--- config.mk ---
export PLATFORM = sky130hd
export DESIGN_NAME = ttt_turn_controller
export DESIGN_NICKNAME = d
export VERILOG_FILES = /design/src/rtl/ttt_pkg.sv /design/src/rtl/ttt_win_check.sv /design/src/rtl/ttt_turn_controller.sv
export SDC_FILE = /design/constraint.sdc
export NUM_CORES = 1
export LEC_CHECK = 0
export ABC_CLOCK_PERIOD_IN_PS = 3200
export BUFFER_PORTS_ARGS = -buffer_cell sky130_fd_sc_hd__buf_4
export CORE_AREA = 2 2 67 69
export DETAILED_ROUTE_END_ITERATION = 7
export DIE_AREA = 0 0 69 71
export PLACE_DENSITY = 0.86
export SETUP_SLACK_MARGIN = 0.1
export SLEW_MARGIN = 20
export SYNTH_ARGS = -nofsm -noshare
export SYNTH_HDL_FRONTEND = slang
export SYNTH_SLANG_ARGS = --single-unit
--- constraint.sdc ---
create_clock -name clk -period 3.2 [get_ports clk]
set_clock_uncertainty 0.1 [all_clocks]
set_input_delay 0.48 -clock clk [delete_from_list [all_inputs] [get_ports clk]]
set_output_delay 0.48 -clock clk [all_outputs]
set_load 0.01 [all_outputs]
--- src/rtl/ttt_pkg.sv ---
// Shared types and constants for the tic-tac-toe turn controller: cell and state encodings,
// the eight winning lines and a board cell accessor.
package ttt_pkg;

  localparam int unsigned NUM_CELLS = 9;

  typedef enum logic [1:0] {
    EMPTY = 2'b00,
    P1    = 2'b01,
    P2    = 2'b10
  } cell_t;

  typedef enum logic [2:0] {
    IDLE    = 3'd0,
    P1_TURN = 3'd1,
    P2_TURN = 3'd2,
    CHECK   = 3'd3,
    DONE    = 3'd4
  } state_t;

  // Rows, columns, then the two diagonals.
  localparam logic [3:0] LINES [0:7][0:2] = '{
    '{4'd0, 4'd1, 4'd2},
    '{4'd3, 4'd4, 4'd5},
    '{4'd6, 4'd7, 4'd8},
    '{4'd0, 4'd3, 4'd6},
    '{4'd1, 4'd4, 4'd7},
    '{4'd2, 4'd5, 4'd8},
    '{4'd0, 4'd4, 4'd8},
    '{4'd2, 4'd4, 4'd6}
  };

  function automatic cell_t get_cell(input logic [17:0] board, input logic [3:0] idx);
    return cell_t'(board[{idx, 1'b0} +: 2]);
  endfunction

endpackage

--- src/rtl/ttt_win_check.sv ---
// Combinational line detector: flags each of the eight lines fully owned by the given player.
module ttt_win_check
  import ttt_pkg::*;
(
  input  logic [17:0] board,
  input  cell_t       player,
  output logic [7:0]  line_hit
);

  // One hit bit per line, set when all three of its cells equal the player.
  always_comb begin
    line_hit = 8'd0;
    for (int l = 0; l < 8; l++) begin
      line_hit[l] = (get_cell(board, LINES[l][0]) == player) &&
                    (get_cell(board, LINES[l][1]) == player) &&
                    (get_cell(board, LINES[l][2]) == player);
    end
  end

endmodule

--- src/rtl/ttt_turn_controller.sv ---
// Tic-tac-toe game sequencer: shared cursor, board register, turn alternation, win/draw detection.
// Optional per-turn forfeit timer is enabled with the TURN_TIMEOUT_EN macro.
module ttt_turn_controller
  import ttt_pkg::*;
#(
  parameter int unsigned TIMEOUT_CYCLES = 50_000_000
) (
  input  logic        clk,
  input  logic        rst,
  input  logic        start,
  input  logic        p1_next,
  input  logic        p1_sel,
  input  logic        p2_next,
  input  logic        p2_sel,
  output logic [3:0]  cursor,
  output logic [17:0] board,
  output logic        turn,
  output logic        sel_err,
  output logic        game_over,
  output logic [1:0]  winner,
  output logic        timeout
);

  state_t      state_r, state_nx;
  logic [3:0]  cursor_r, cursor_nx;
  logic [17:0] board_r, board_nx;
  logic        turn_r, turn_nx;
  logic [3:0]  move_cnt_r, move_cnt_nx;
  cell_t       winner_r, winner_nx;
  logic        sel_err_r, sel_err_nx;
  logic        game_over_r;
  logic        timeout_nx;

  cell_t       mover_s;
  logic        active_next_s;
  logic        active_sel_s;
  logic        valid_sel_s;
  logic [7:0]  line_hit_s;

  assign mover_s       = turn_r ? P2 : P1;
  assign active_next_s = turn_r ? p2_next : p1_next;
  assign active_sel_s  = turn_r ? p2_sel : p1_sel;
  assign valid_sel_s   = active_sel_s && (get_cell(board_r, cursor_r) == EMPTY);

  ttt_win_check u_win_check (
    .board    (board_r),
    .player   (mover_s),
    .line_hit (line_hit_s)
  );

`ifdef TURN_TIMEOUT_EN
  localparam logic [31:0] TIMER_LAST = 32'(TIMEOUT_CYCLES - 1);
  logic [31:0] timer_r, timer_nx;
  logic        timeout_r;
`endif

  // Next-state, board, cursor and pulse computation.
  always_comb begin
    state_nx    = state_r;
    cursor_nx   = cursor_r;
    board_nx    = board_r;
    turn_nx     = turn_r;
    move_cnt_nx = move_cnt_r;
    winner_nx   = winner_r;
    sel_err_nx  = 1'b0;
    timeout_nx  = 1'b0;
    case (state_r)
      IDLE, DONE: begin
        if (start) begin
          state_nx    = P1_TURN;
          cursor_nx   = 4'd0;
          board_nx    = 18'd0;
          turn_nx     = 1'b0;
          move_cnt_nx = 4'd0;
          winner_nx   = EMPTY;
        end else begin
          state_nx = state_r;
        end
      end
      P1_TURN, P2_TURN: begin
        // A sel always shadows a simultaneous next, even when the sel is rejected.
        if (active_sel_s) begin
          if (valid_sel_s) begin
            board_nx[{cursor_r, 1'b0} +: 2] = mover_s;
            move_cnt_nx = move_cnt_r + 4'd1;
            state_nx    = CHECK;
          end else begin
            sel_err_nx = 1'b1;
          end
        end else if (active_next_s) begin
          cursor_nx = (cursor_r == 4'd8) ? 4'd0 : cursor_r + 4'd1;
        end else begin
          cursor_nx = cursor_r;
        end
`ifdef TURN_TIMEOUT_EN
        if (!valid_sel_s && (timer_r == TIMER_LAST)) begin
          timeout_nx = 1'b1;
          turn_nx    = ~turn_r;
          state_nx   = turn_r ? P1_TURN : P2_TURN;
        end else begin
          timeout_nx = 1'b0;
        end
`endif
      end
      CHECK: begin
        if (|line_hit_s) begin
          state_nx  = DONE;
          winner_nx = mover_s;
        end else if (move_cnt_r == 4'd9) begin
          state_nx  = DONE;
          winner_nx = EMPTY;
        end else begin
          turn_nx  = ~turn_r;
          state_nx = turn_r ? P1_TURN : P2_TURN;
        end
      end
      default: begin
        state_nx = IDLE;
      end
    endcase
  end

  // Game state registers.
  always_ff @(posedge clk or posedge rst) begin
    if (rst) begin
      state_r     <= IDLE;
      cursor_r    <= 4'd0;
      board_r     <= 18'd0;
      turn_r      <= 1'b0;
      move_cnt_r  <= 4'd0;
      winner_r    <= EMPTY;
      sel_err_r   <= 1'b0;
      game_over_r <= 1'b0;
    end else begin
      state_r     <= state_nx;
      cursor_r    <= cursor_nx;
      board_r     <= board_nx;
      turn_r      <= turn_nx;
      move_cnt_r  <= move_cnt_nx;
      winner_r    <= winner_nx;
      sel_err_r   <= sel_err_nx;
      game_over_r <= (state_nx == DONE);
    end
  end

`ifdef TURN_TIMEOUT_EN
  // Turn timer restarts whenever a player's turn begins and runs while that turn lasts.
  always_comb begin
    timer_nx = 32'd0;
    if (((state_nx == P1_TURN) || (state_nx == P2_TURN)) && (state_nx != state_r)) begin
      timer_nx = 32'd0;
    end else if ((state_r == P1_TURN) || (state_r == P2_TURN)) begin
      timer_nx = timer_r + 32'd1;
    end else begin
      timer_nx = 32'd0;
    end
  end

  // Timer and forfeit pulse registers.
  always_ff @(posedge clk or posedge rst) begin
    if (rst) begin
      timer_r   <= 32'd0;
      timeout_r <= 1'b0;
    end else begin
      timer_r   <= timer_nx;
      timeout_r <= timeout_nx;
    end
  end

  assign timeout = timeout_r;
`else
  assign timeout = 1'b0;
`endif

  assign cursor    = cursor_r;
  assign board     = board_r;
  assign turn      = turn_r;
  assign sel_err   = sel_err_r;
  assign game_over = game_over_r;
  assign winner    = winner_r;

endmodule

# Word-level counts from Yosys, hierarchy flattened
# Index checks and enable logic that the tools add are counted.
# W data, S select, Z words.
[totals]
regBits = 34
latchBits = 0
mem_bits_rw = 0
romBits = 0
input_bits = 7
out_inout_bits = 28
wordCells = 101
mem_count = 0
[classes]
addsub = 3
mul = 0
n_div = 0
magnitude_cmp = 0
n_eq_ne = 24
shift = 3
mux = 34
bitwise = 1
n_reduce_logical = 28
[op_table]
columns = ["op", "n"]
rows = [
  ["$mux W18", 3],
  ["$pmux W18 S2", 1],
  ["$mux W4", 6],
  ["$bwmux W18", 1],
  ["$eq A2 B2 Y1", 9],
  ["$shift A2 B7 Y18 const A", 1],
  ["$shiftx A18 B6 Y2", 1],
  ["$shiftx A2 B7 Y18", 1],
  ["$logic_and A1 B1 Y1", 17],
  ["$pmux W4 S2", 2],
  ["$mux W3", 5],
  ["$ne A2 B2 Y1 const B", 7],
  ["$reduce_and A4 Y1", 3],
  ["$mux W2", 5],
  ["$pmux W3 S3", 1],
  ["$add A4 B1 Y4 const B", 2],
  ["$eq A4 B4 Y1 const B", 2],
  ["$mux W1", 8],
  ["$reduce_or A8 Y1", 1],
  ["$neg A5 Y7", 1],
  ["$eq A3 B2 Y1 const B", 2],
  ["$eq A3 B3 Y1 const B", 2],
  ["$pmux W2 S2", 1],
  ["$reduce_bool A2 Y1", 2],
  ["8 further kinds", 9],
]

# Longest topological paths before layout
# Gate-level depths: netlist of run 1.
[depth]
ltp_word = 8
mapped_depth = 10
ltp_nobuf = 8

# Hierarchy
# Synthesis of run 1 repeated with hierarchy kept, for this count alone.
[unflattened]
cells_unflattened = 277
area_unflattened_um2 = 2482.4
[by_module_without_submodules]
columns = ["mod", "n_inst", "cells_per_inst", "area_per_inst_um2", "seq_area_each_um2"]
rows = [
  ["ttt_turn_controller", 1, 233, 2157.1, 850.8],
  ["ttt_win_check", 1, 44, 325.3, 0.0],
]

# Least setup slack after synthesis of run 1
# Ideal clock, no wire load.
[synth_timing]
path_type = "reg2reg"
start = "register cursor_r[0] (netlist: cursor[0])"
end = "register board_r[6] (netlist: board[6])"
setup_time_ps = 77
arrival_ps = 2272
required_ps = 3023
path_slack_ps = 751
path_stages_with_launch = 10
n_path_buf = 2
period_less_slack_ps = 2449
cell_sequence = "dfrtp_1 > buf_2 > inv_1 > ha_1 > clkbuf_1 > or3_1 > o21ai_0 > nand2_1 > or4_1 > a21oi_1"
[synth_via]
elab_chain_len = 6
word_cells_on_any_way = 12
classes_between = "add/sub: 1; eq/ne: 1; shift: 3; mux: 4; reduce/logical: 3"
[synth_rtl]
columns = ["item", "line", "text"]
rows = [
  ["start: declaration", "ttt_turn_controller.sv:25", "logic [3:0] cursor_r, cursor_nx;"],
  ["start signal: assignment", "ttt_turn_controller.sv:136", "cursor_r <= cursor_nx;"],
  ["$neg A5 Y7", "ttt_turn_controller.sv:84", "board_nx[{cursor_r, 1'b0} +: 2] = mover_s;"],
  ["$shiftx A2 B7 Y18 / $shift A2 B7 Y18 (equally long branches)", "ttt_turn_controller.sv:84", ""],
  ["$bwmux W18", "ttt_turn_controller.sv:84", ""],
  ["$mux W18", "ttt_turn_controller.sv:83", "if (valid_sel_s) begin"],
  ["$mux W18", "ttt_turn_controller.sv:82", "if (active_sel_s) begin"],
  ["$pmux W18 S2", "ttt_turn_controller.sv:67", "case (state_r)"],
  ["end signal: assignment", "ttt_turn_controller.sv:137", "board_r <= board_nx;"],
  ["end: declaration", "ttt_turn_controller.sv:26", "logic [17:0] board_r, board_nx;"],
]
# Several ways; a longest one is shown, not always the timed one. The select of a mux whose other input is x is not followed.
# A chain may end at the register's enable or synchronous reset.

# Final worst setup path of run 1
[layout_timing]
start = "register cursor_r[1] (netlist: cursor[1])"
end = "register board_r[6] (netlist: board[6])"
# Same word-level chain as after synthesis.

==> results of run 1 <==
==> per-layer routing <==
metal / share of wire [%] / up-vias
met5: 0 / -
met4: 2.7 / 0
met3: 7.2 / 17
met2: 46 / 93
met1: 44 / 987
li1: - / 988
==> worst reg2reg max path, stage by stage (launching register included) <==
cell                      delay, ns
sky130_fd_sc_hd__dfrtp_1       0.50
sky130_fd_sc_hd__inv_1         0.15
sky130_fd_sc_hd__ha_1          0.34
sky130_fd_sc_hd__and2_1        0.18
sky130_fd_sc_hd__a21oi_1       0.04
sky130_fd_sc_hd__o21ai_0       0.51
sky130_fd_sc_hd__nand2_1       0.20
sky130_fd_sc_hd__or4_1         0.45
sky130_fd_sc_hd__a21oi_1       0.19
==> per-stage QoR <==
step | utilization [%] | hold slack, ns | area (um^2)
6_report | 61.73 | 0.1993 | 2595
5_1_grt | 61.73 | 0.2614 | 2595
4_1_cts | 61.73 | 0.2373 | 2595
3_5_place_dp | 59.46 | 0.3913 | 2500
3_3_place_gp | 59.46 | 0.3875 | 2500
2_1_floorplan | - | 0.3589 | 2210
==> sequential cells by signal (all words and copies together), names as in the netlist <==
name        cells
board          18
state_r         3
cursor          4
move_cnt_r      4
winner          2
game_over       1
turn            1
sel_err         1
==> synth_stat cells (all sizes together) (6+ instances only) <==
cell type,n
a21oi,7
clkbuf,8
dfrtp,34
ha,6
inv,12
mux2i,14
nand2,34
nand3,6
nor2,19
nor2b,6
nor3b,9
o21ai,13
or3,6
==> area by class of cell <==
class                      instances  area (um^2)
multi-input combinational        193         1261
fill                             396         1609
clock buffer                       6        82.58
tap                               52        65.06
sequential                        34        850.8
clock inverter                     2        12.51
inverter                          12        45.04
timing repair buffer              37        277.8
==> cell families (layout without fill, tap and decap cells) <==
family          after synthesis  in the layout  synth area share [%]
simple gates                111            111                 27.18
compound gates               56             56                 17.78
flops                        34             34                 38.51
buf+inv                      24             57                 4.417
mux                          16             16                 7.361
fa+ha+maj                     6              6                 3.397
xor+xnor                      3              3                 1.189
other cells                   1              1                0.1697
==> how the worst max path moves through the flow <==
stage	from	end	slack, ns	cells after the start
after CTS	cursor[0]	board[6]	0.50	7
after detailed placement	cursor[0]	board[6]	0.52	7
after global placement	cursor[1]	board[6]	0.65	8
final	cursor[1]	board[6]	0.47	8
after global routing	cursor[0]	board[6]	0.34	7
after floorplan	cursor[0]	board[6]	0.75	9
==> power by group <==
group | switching, W | total [W] | internal [W]
registers | 0.000115 | 0.000622 | 0.000507
logic | 0.000658 | 0.00103 | 0.000375
clock network | 0.000171 | 0.000344 | 0.000173
total | 0.000944 | 0.00200 | 0.00105
==> parameters.txt, run 1 <==
Parameter                              Value

Place
  Count of buffers from port buffering ... 33
  Global placer's final weighted congestion ... 0.9369
  Pre-CTS worst setup slack ... approximately 0.52 ns
  Cell count after placement ... ~330
  Half-perimeter wire length after placement ... 4340 um

Finish
  Net total in the final layout ... 296
  Syn-to-layout area delta ... 17.44%
  Most common cell after layout, fill and taps aside ... sky130_fd_sc_hd__buf_4
  Count of non-filler cells in the finished layout ... roughly 340
  Antenna Cells ... 0
  Fraction of layout cells with a size suffix above 1 ... 16.90%
  Commonest cells after routing, fill and taps aside ... 37 x sky130_fd_sc_hd__buf_4, 34 x sky130_fd_sc_hd__nand2_1, 34 x sky130_fd_sc_hd__dfrtp_1

Floorplanning
  Die width ... 69 um
  Boundary pin count ... 35
  Area of the die ... 4899 um^2
  Number of rows in the core area ... 24
  Total core area ... about 4200 um^2
  Initial core utilization ... 52.56%
  Height of the chip ... 71 um

Global routing
  Busiest metal layer after global routing ... met2
  Gr usage total ... 25.71%
  Largest net degree at the start of global routing ... 30
  Met1 demand-to-capacity share in global routing ... between 30% and 40%
  Remaining global-route overflow ... 0
  Antenna violations before repair ... 0
  Met3 Track Usage GR ... 5.698%
  First-pass GRT wire length ... 9860 um
  Vias in the first global route ... 2001
  Met2 usage ... between 30% and 40%

Timing
  Slew of the pin with the lowest slew margin ... 0.7404 ns
  Slew HR ... 50.59%
  Setup TNS ... 0 ns
  Final Cycle Share ... 85.44%
  Min cycle time layout ... 2.734 ns
  Unrepaired setup endpoints after global routing ... no
  Hold Vio Cnt, Final ... 0
  Count of final max-slew check failures ... 0
  Maximum achievable frequency ... 365.8 MHz
  Final Setup Violations ... 0
  Final worst setup slack ... 0.4661 ns

Critical path
  Most repeated library cell on the critical path ... sky130_fd_sc_hd__a21oi_1
  WS Path Type ... register to register
  Largest fanout of any net on the critical path ... 12
  Worst reg2reg setup slack ... around 0.47 ns
  Number of buffers and inverters on the critical path ... 1
  Critical path's slowest cell ... sky130_fd_sc_hd__o21ai_0
  Startpoint of the lowest-slack register-to-register path ... cursor[1]
  Endpoint type of the worst setup path ... register
  Worst reg2reg path depth ... 8
  Data arrival at the endpoint of the critical path ... 2.86 ns
  Cells traversed along the worst timing path ... inv_1, ha_1, and2_1, a21oi_1, o21ai_0, nand2_1, or4_1, a21oi_1
  Kind of start point of the critical path ... register
  Peak per-stage delay on the critical path ... 0.51 ns
  Required time at the endpoint of the critical path ... 3.32 ns
  Critical path's top delay family ... simple AND/OR/NAND/NOR gates
  Destination of the worst register-to-register timing path ... board[6]

Pwr
  Max VDD drop ... 629.4 uV
  Power per cell area ... 770.1 nW/um^2
  Total Power ... 0.001999 W
  Leak Pwr ... roughly 1.1 nW

CTS
  Clock latency on the worst-skew pair ... 0.30 ns
  Clock tree buffer depth ... 2
  Clock net sink count ... 34
  CTS-repair resized insts ... 0
  Total CTS buffers ... 5
  Root cell of the clock tree ... sky130_fd_sc_hd__clkbuf_8
  Clock Pin Slew Worst Setup and Hold Paths ... 0.08 ns
  # Post-CTS Setup Buffers ... 0
  Clock tree from TritonCTS ... built
  Clock H-tree levels ... 2
  Quantity of hold-fixing buffers added after cts ... 0

Synth
  Register area share after synthesis ... between 30% and 40%
  Flip-flop and latch count after synthesis ... 34
  Ranking of synthesized cells by area ... sky130_fd_sc_hd__dfrtp_1 39%, sky130_fd_sc_hd__mux2i_1 6.3%, sky130_fd_sc_hd__nand2_1 5.8%, sky130_fd_sc_hd__ha_1 3.4%, sky130_fd_sc_hd__nor2_1 3.1%
  Count of flip-flops with a built-in enable after synthesis ... 0
  Mapped Nets ... 264
  Area share of the leading cell type in the synthesized netlist ... 38.51%
  Post-synthesis cell count ... 251
  Netlist Area Pre-Place ... 2210 um^2
  Main synth FF type ... sky130_fd_sc_hd__dfrtp_1
  Post-Synthesis Mean Instance Area ... 8.803 um^2
  Yosys synthesis warning count ... 0
  Proportion of synthesized flip-flops having asynchronous set or reset ... 100.0%
  Count of different cell masters after synthesis ... 54
  Cell taking the most area after synthesis ... sky130_fd_sc_hd__dfrtp_1

Route
  Routed vias ... 2085
  Initial drt markers ... 215
  Wire length after detailed routing ... approximately 6000 um
  Per-cell routed wire length ... 17.80 um
  Residual DRC count ... 0
  Antenna Nets Post-Route ... 0
  Vias per cell ... 6.205
  Number of search-and-repair iterations in the first detailed-routing pass ... 6

Job
  Max-cap violations ... 0

Status
  Outcome ... completed

Worst hold path
  Class of the tightest hold or removal check ... input pin to async pin
(Power assumes the default switching activity.)
==> run 2: changes to the inputs <==
--- a/config.mk
+++ b/config.mk
@@ -5,14 +5,15 @@
 export SDC_FILE = /design/constraint.sdc
 export NUM_CORES = 1
 export LEC_CHECK = 0
-export ABC_CLOCK_PERIOD_IN_PS = 3200
+export ABC_CLOCK_PERIOD_IN_PS = 2350
 export BUFFER_PORTS_ARGS = -buffer_cell sky130_fd_sc_hd__buf_4
-export CORE_AREA = 2 2 67 69
+export CORE_AREA = 2 2 73 75
 export DETAILED_ROUTE_END_ITERATION = 7
-export DIE_AREA = 0 0 69 71
-export PLACE_DENSITY = 0.86
+export DIE_AREA = 0 0 75 77
+export PLACE_DENSITY = 0.84
 export SETUP_SLACK_MARGIN = 0.1
 export SLEW_MARGIN = 20
 export SYNTH_ARGS = -nofsm -noshare
 export SYNTH_HDL_FRONTEND = slang
+export SYNTH_HIERARCHICAL = 1
 export SYNTH_SLANG_ARGS = --single-unit
==> constraint.sdc (replaced) <==
create_clock -name clk -period 2.35 [get_ports clk]
set_clock_uncertainty 0.1 [all_clocks]
set_input_delay 0.3525 -clock clk [delete_from_list [all_inputs] [get_ports clk]]
set_output_delay 0.3525 -clock clk [all_outputs]
set_load 0.01 [all_outputs]
==> run 2 against run 1 <==
The run now ends with setup timing left. Via count up 25%. Non-clock buffer count increased by 42. Critical endpoint is now state_r[0]. Cell count grew 24%. Register-to-register slack worse by 0.49 ns. Hold slack worse by 0.15 ns. Highest routed layer unchanged. Critical path depth up 1. Count of clock-buffer cells in the layout decreased by 1. Global-route usage increased by 1.5 points. Largest cell class unchanged. Utilization increased by 8.1 points. Sequential power increased by 53%.
==> parameters.txt, run 2 <==
Parameter                              Value

Place
  Cell area reported after detailed placement ... roughly 3000 um^2
  Half-perimeter wire length after placement ... 5219 um
  Count of buffers from port buffering ... 33
  Global placer's final weighted congestion ... 0.8891

Timing
  Min cycle time layout ... 2.374 ns
  Hold Vio Cnt, Final ... 0
  Setup TNS ... -0.02412 ns
  Count of final max-slew check failures ... 0
  Unrepaired setup endpoints after global routing ... yes
  Final worst setup slack ... -0.02412 ns
  Final Cycle Share ... 101.0%
  Final Setup Violations ... 1
  Maximum achievable frequency ... 421.2 MHz

Global routing
  Largest net degree at the start of global routing ... 35
  Antenna violations before repair ... 0
  First-pass GRT wire length ... between 10000 and 15000 um
  Vias in the first global route ... roughly 2500
  Gr usage total ... 27.22%
  Remaining global-route overflow ... 0

Worst hold path
  Class of the tightest hold or removal check ... input pin to async pin

Finish
  Most common cell after layout, fill and taps aside ... sky130_fd_sc_hd__buf_4
  Flip-flop count of the largest register after layout ... 18
  Fraction of layout cells with a size suffix above 1 ... 41.62%
  Net total in the final layout ... around 360
  Commonest cells after routing, fill and taps aside ... 75 x sky130_fd_sc_hd__buf_4, 36 x sky130_fd_sc_hd__nand2_1, 30 x sky130_fd_sc_hd__dfrtp_1
  Final standard cell area without fillers ... 3476 um^2
  Antenna Cells ... 0
  Syn-to-layout area delta ... 40.02%

Critical path
  Startpoint of the lowest-slack register-to-register path ... turn
  Required time at the endpoint of the critical path ... between 2 and 2.5 ns
  Destination of the worst register-to-register timing path ... state_r[0]
  Data arrival at the endpoint of the critical path ... approximately 2.5 ns
  Critical path's slowest cell ... sky130_fd_sc_hd__dfrtp_2
  Cells traversed along the worst timing path ... clkinvlp_4, buf_6, xnor2_2, nand2_2, nor4_4, nor4_4, nand3b_1, o21ai_2, a311o_1
  Peak per-stage delay on the critical path ... roughly 0.40 ns
  WS Path Type ... register to register
  Most repeated library cell on the critical path ... sky130_fd_sc_hd__nor4_4
  Largest fanout of any net on the critical path ... 7
  Worst reg2reg path depth ... 9
  Endpoint type of the worst setup path ... register
  Worst reg2reg setup slack ... -0.02 ns
  Kind of start point of the critical path ... register

CTS
  Clock Pin Slew Worst Setup and Hold Paths ... roughly 0.080 ns
  Quantity of hold-fixing buffers added after cts ... 0
  Clock tree from TritonCTS ... built
  Clock H-tree levels ... 2
  Total CTS buffers ... 5
  Clock net sink count ... 34
  Clock tree buffer depth ... 2
  Clock latency on the worst-skew pair ... 0.30 ns
  Root cell of the clock tree ... sky130_fd_sc_hd__clkbuf_8

Pwr
  Leak Pwr ... 1.546 nW
  Power per cell area ... 1521 nW/um^2
  Max VDD drop ... around 800 uV

Synth
  Cell taking the most area after synthesis ... sky130_fd_sc_hd__dfrtp_1
  Netlist Area Pre-Place ... around 2500 um^2
  Yosys synthesis warning count ... 6
  Area share of the leading cell type in the synthesized netlist ... 34.27%
  Register area share after synthesis ... 34.27%
  Ranking of synthesized cells by area ... sky130_fd_sc_hd__dfrtp_1 34%, sky130_fd_sc_hd__nand2_1 6.4%, sky130_fd_sc_hd__mux2i_1 5.2%, sky130_fd_sc_hd__xnor2_1 3.2%, sky130_fd_sc_hd__ha_1 3.0%
  Count of different cell masters after synthesis ... approximately 60
  Proportion of synthesized flip-flops having asynchronous set or reset ... 100.0%
  Mapped Nets ... 290
  Most frequent cell after synthesis ... sky130_fd_sc_hd__nand2_1
  Leading post-synthesis cells by instance count ... 42 x sky130_fd_sc_hd__nand2_1, 34 x sky130_fd_sc_hd__dfrtp_1, 13 x sky130_fd_sc_hd__mux2i_1, 12 x sky130_fd_sc_hd__nor2_1
  Flip-flop and latch count after synthesis ... 34
  Main synth FF type ... sky130_fd_sc_hd__dfrtp_1
  Count of flip-flops with a built-in enable after synthesis ... 0
  Post-Synthesis Mean Instance Area ... about 9.0 um^2
  Post-synthesis cell count ... around 280

Status
  Outcome ... complete, but fails checks
  Violations in the final reports ... setup timing

Floorplanning
  Number of rows in the core area ... 26
  Initial core utilization ... 49.87%
  Area of the die ... 5775 um^2
  Height of the chip ... 77 um
  Die width ... 75 um
  Total core area ... 4977 um^2
  Boundary pin count ... 35

Route
  Per-cell routed wire length ... 19.38 um
  Wire length after detailed routing ... 8063 um
  Routed vias ... around 2600
  Vias per cell ... 6.286
  Number of search-and-repair iterations in the first detailed-routing pass ... 6
  Residual DRC count ... 0
  Initial drt markers ... 163
  Antenna Nets Post-Route ... 0

Job
  Max-cap violations ... 0
## run 2: stage by stage
step | instances | hold WS (ns) | power, W | setup slack [ns] | utilization [%]
2_1_floorplan | 277 | 0.3365 | 0.002872 | 0.1029 | -
3_3_place_gp | 395 | 0.3794 | 0.003727 | 0.03644 | 60.06
3_5_place_dp | 395 | 0.3924 | 0.003816 | -0.1170 | 60.06
4_1_cts | 410 | 0.07600 | 0.004702 | 0.07653 | 64.93
5_1_grt | 416 | 0.1074 | 0.005555 | -0.1206 | 69.83
6_report | 416 | 0.04680 | 0.005287 | -0.02412 | 69.83
## run 2: worst max-delay path, delay by kind of cell (launching register included)
kind	cells	cell delay, ns
compound gates	2	0.45
buf+inv	2	0.38
xor+xnor	1	0.16
simple gates	4	0.75
flops	1	0.40
## run 2: power breakdown
group          switching, W  internal [W]  total (W)
Combinational       0.00207       0.00159    0.00366
Sequential         0.000195      0.000758   0.000953
Clock              0.000248      0.000425   0.000673
Total               0.00252       0.00277    0.00529
## run 2: worst max-delay path by stage
| stage | slack [ns] | from | to | depth (start not counted) |
|---|---|---|---|---|
| 2_1_floorplan | 0.10 | turn | turn | 11 |
| 3_3_place_gp | 0.04 | turn | state_r[0] | 9 |
| 3_5_place_dp | -0.12 | turn | state_r[0] | 9 |
| 4_1_cts | 0.08 | turn | state_r[0] | 9 |
| 5_1_grt | -0.12 | turn | state_r[0] | 9 |
| 6_report | -0.02 | turn | state_r[0] | 9 |
## run 2: final cells by class
| class | count | area [um^2] |
|---|---|---|
| flip-flops and latches | 34 | 855.8 |
| clock inverters | 3 | 68.82 |
| well taps | 70 | 87.58 |
| fillers | 359 | 1501 |
| inverters | 8 | 33.78 |
| repair buffers | 79 | 616.8 |
| clock buffers | 5 | 68.82 |
| multi-input cells | 217 | 1744 |
## run 2: kinds of logic after synthesis
| family | share of synthesized area, % |
|---|---|
| DFF | 34.27 |
| and+or+nand+nor | 26.16 |
| AOI/OAI and AO/OA | 18.30 |
| adders and majority gates | 3.024 |
| buffers and inverters | 5.091 |
| xor gates and xnor gates | 7.309 |
| muxes | 5.695 |
| other | 0.1511 |
## run 2: routing by layer
layer | routed length (um) | global-route usage [%]
met1 | 3250 | 35.19
met2 | 4048 | 42.46
met5 | 0 | 0
met3 | 518 | 6.702
met4 | 246 | 11.79
## run 2: repair_timing
| item | 4_1_cts | 5_1_grt |
|---|---|---|
| setup buffers | 7 | 6 |
| resized for setup | 14 | 37 |
| endpoints found under the setup margin | 15 | 18 |
| pin swaps | 12 | 13 |
| cloned | 0 | 0 |
==> run 3: changes to the inputs <==
--- a/config.mk
+++ b/config.mk
@@ -11,7 +11,7 @@
 export DETAILED_ROUTE_END_ITERATION = 7
 export DIE_AREA = 0 0 75 77
 export PLACE_DENSITY = 0.84
-export SETUP_SLACK_MARGIN = 0.1
+export SETUP_SLACK_MARGIN = 0.05
 export SLEW_MARGIN = 20
 export SYNTH_ARGS = -nofsm -noshare
 export SYNTH_HDL_FRONTEND = slang
==> run 3 against run 2 <==
First-iteration DRC count increased by 68%. Critical path type unchanged. Combinational power increased by 6.8%. Die area unchanged. Setup slack improved by 0.037 ns. Largest power group unchanged. Via count increased by 1.9%. Sequential share of layout area decreased by 0.26 points. Sequential cell count unchanged. The run now ends clean. Wire length increased by 6.5%. Hold slack got worse by 0.0082 ns.
==> parameters.txt, run 3 (synthesis results as in run 2) <==
Parameter                              Value

Status
  Outcome ... completed

Place
  Count of buffers from port buffering ... 33
  Cell count after placement ... 387
  Half-perimeter wire length after placement ... 4949 um
  Global placer's final weighted congestion ... approximately 0.93

Finish
  Commonest cells after routing, fill and taps aside ... 78 x sky130_fd_sc_hd__buf_4, 40 x sky130_fd_sc_hd__nand2_1, 31 x sky130_fd_sc_hd__dfrtp_1
  Antenna Cells ... 0
  Syn-to-layout area delta ... 41.28%
  Fraction of layout cells with a size suffix above 1 ... 40.06%
  Most common cell after layout, fill and taps aside ... sky130_fd_sc_hd__buf_4
  Count of non-filler cells in the finished layout ... ~420
  Flip-flop count of the largest register after layout ... 18
  Net total in the final layout ... 364

CTS
  Total CTS buffers ... 5
  Clock Pin Slew Worst Setup and Hold Paths ... 0.08 ns
  Quantity of hold-fixing buffers added after cts ... 0
  Clock tree buffer depth ... 2
  Clock latency on the worst-skew pair ... around 0.30 ns
  Clock tree from TritonCTS ... built
  Root cell of the clock tree ... sky130_fd_sc_hd__clkbuf_8
  Clock H-tree levels ... 2
  Clock net sink count ... 34

Timing
  Slew HR ... 63.88%
  Post-Route Hold Slack ... a little under 0.04 ns
  Unrepaired setup endpoints after global routing ... yes
  Final Cycle Share ... between 90 and 100%
  Count of final max-slew check failures ... 0
  Maximum achievable frequency ... ~430 MHz
  Hold Vio Cnt, Final ... 0
  Slew of the pin with the lowest slew margin ... 0.5382 ns
  Setup TNS ... 0 ns
  Min cycle time layout ... between 2 and 2.5 ns
  Final Setup Violations ... 0

Critical path
  Worst reg2reg setup slack ... about 0.013 ns
  Destination of the worst register-to-register timing path ... board[1]
  Largest fanout of any net on the critical path ... 6
  Worst reg2reg path depth ... 6
  Endpoint type of the worst setup path ... register
  Launching element of the worst setup path ... cursor[0]
  WS Path Type ... register to register
  Startpoint of the lowest-slack register-to-register path ... cursor[0]
  Required time at the endpoint of the critical path ... 2.43 ns
  Data arrival at the endpoint of the critical path ... 2.42 ns
  Kind of start point of the critical path ... register

Route
  Antenna Nets Post-Route ... 0
  Initial drt markers ... 274
  Number of search-and-repair iterations in the first detailed-routing pass ... 5
  Routed vias ... between 2000 and 3000
  Per-cell routed wire length ... 20.34 um
  Vias per cell ... approximately 6.3
  Wire length after detailed routing ... 8585 um
  Residual DRC count ... 0

Global routing
  Vias in the first global route ... 2490
  First-pass GRT wire length ... 12380 um
  Antenna violations before repair ... 0
  Largest net degree at the start of global routing ... 35
  Remaining global-route overflow ... 0
  Gr usage total ... 28.15%

Floorplanning
  Height of the chip ... 77 um
  Number of rows in the core area ... 26
  Area of the die ... 5775 um^2
  Boundary pin count ... 35
  Total core area ... 4977 um^2
  Initial core utilization ... 49.87%
  Die width ... around 75 um

Job
  Max-cap violations ... 0

Worst hold path
  Class of the tightest hold or removal check ... input pin to async pin

Pwr
  Max VDD drop ... 693.0 uV
  Power per cell area ... 1528 nW/um^2
  Leak Pwr ... around 1.5 nW
run 3: where the power goes:
group	switching (W)	internal, W
Clock	0.000245	0.000236
Combinational	0.00211	0.00180
Sequential	0.000206	0.000758
run 3: layer usage:
layer	track usage, %	wire, um	vias up
met5	0	0	-
met4	12.32	283	0
met3	7.227	629	33
met2	43.33	4339	153
met1	36.74	3333	1319
li1	-	-	1159
run 3: worst max-delay path, stage by stage, from the launching register on:
cell                       delay, ns
sky130_fd_sc_hd__dfrtp_2        0.44
sky130_fd_sc_hd__buf_6          0.14
sky130_fd_sc_hd__or4b_4         0.52
sky130_fd_sc_hd__o311ai_4       0.13
sky130_fd_sc_hd__o22ai_4        0.17
sky130_fd_sc_hd__or2_1          0.36
sky130_fd_sc_hd__o31ai_1        0.36
run 3: area by class of cell:
cell class                 count  area [um^2]
inverter                       8        32.53
clock inverter                 2        12.51
clock buffer                   6        82.58
fill                         359         1470
tap                           70        87.58
multi-input combinational    218         1739
sequential                    34        854.6
timing repair buffer          84        698.2
run 3: per-stage QoR:
stage / area (um^2) / power [W] / util, % / worst slack [ns]
3_5_place_dp: 2954 / 0.003781 / 59.35 / -0.04937
5_1_grt: 3507 / 0.005656 / 70.46 / -0.05317
4_1_cts: 3188 / 0.004535 / 64.05 / 0.02247
2_1_floorplan: 2510 / 0.002860 / - / 0.07326
3_3_place_gp: 2954 / 0.003711 / 59.35 / -0.02363
6_report: 3507 / 0.005359 / 70.46 / 0.01298
run 3: worst max path at each step:
| stage | to |
|---|---|
| after floorplan | board[2] |
| after global placement | state_r[0] |
| after detailed placement | state_r[0] |
| after CTS | state_r[0] |
| after global routing | board[1] |
| final | board[1] |
run 3: repair_timing:
item                       CTS  global route
cloned                       1             2
pin swaps                    1            19
setup endpoints to repair    8            23
setup buffers                8            17
gates resized for setup     14            31
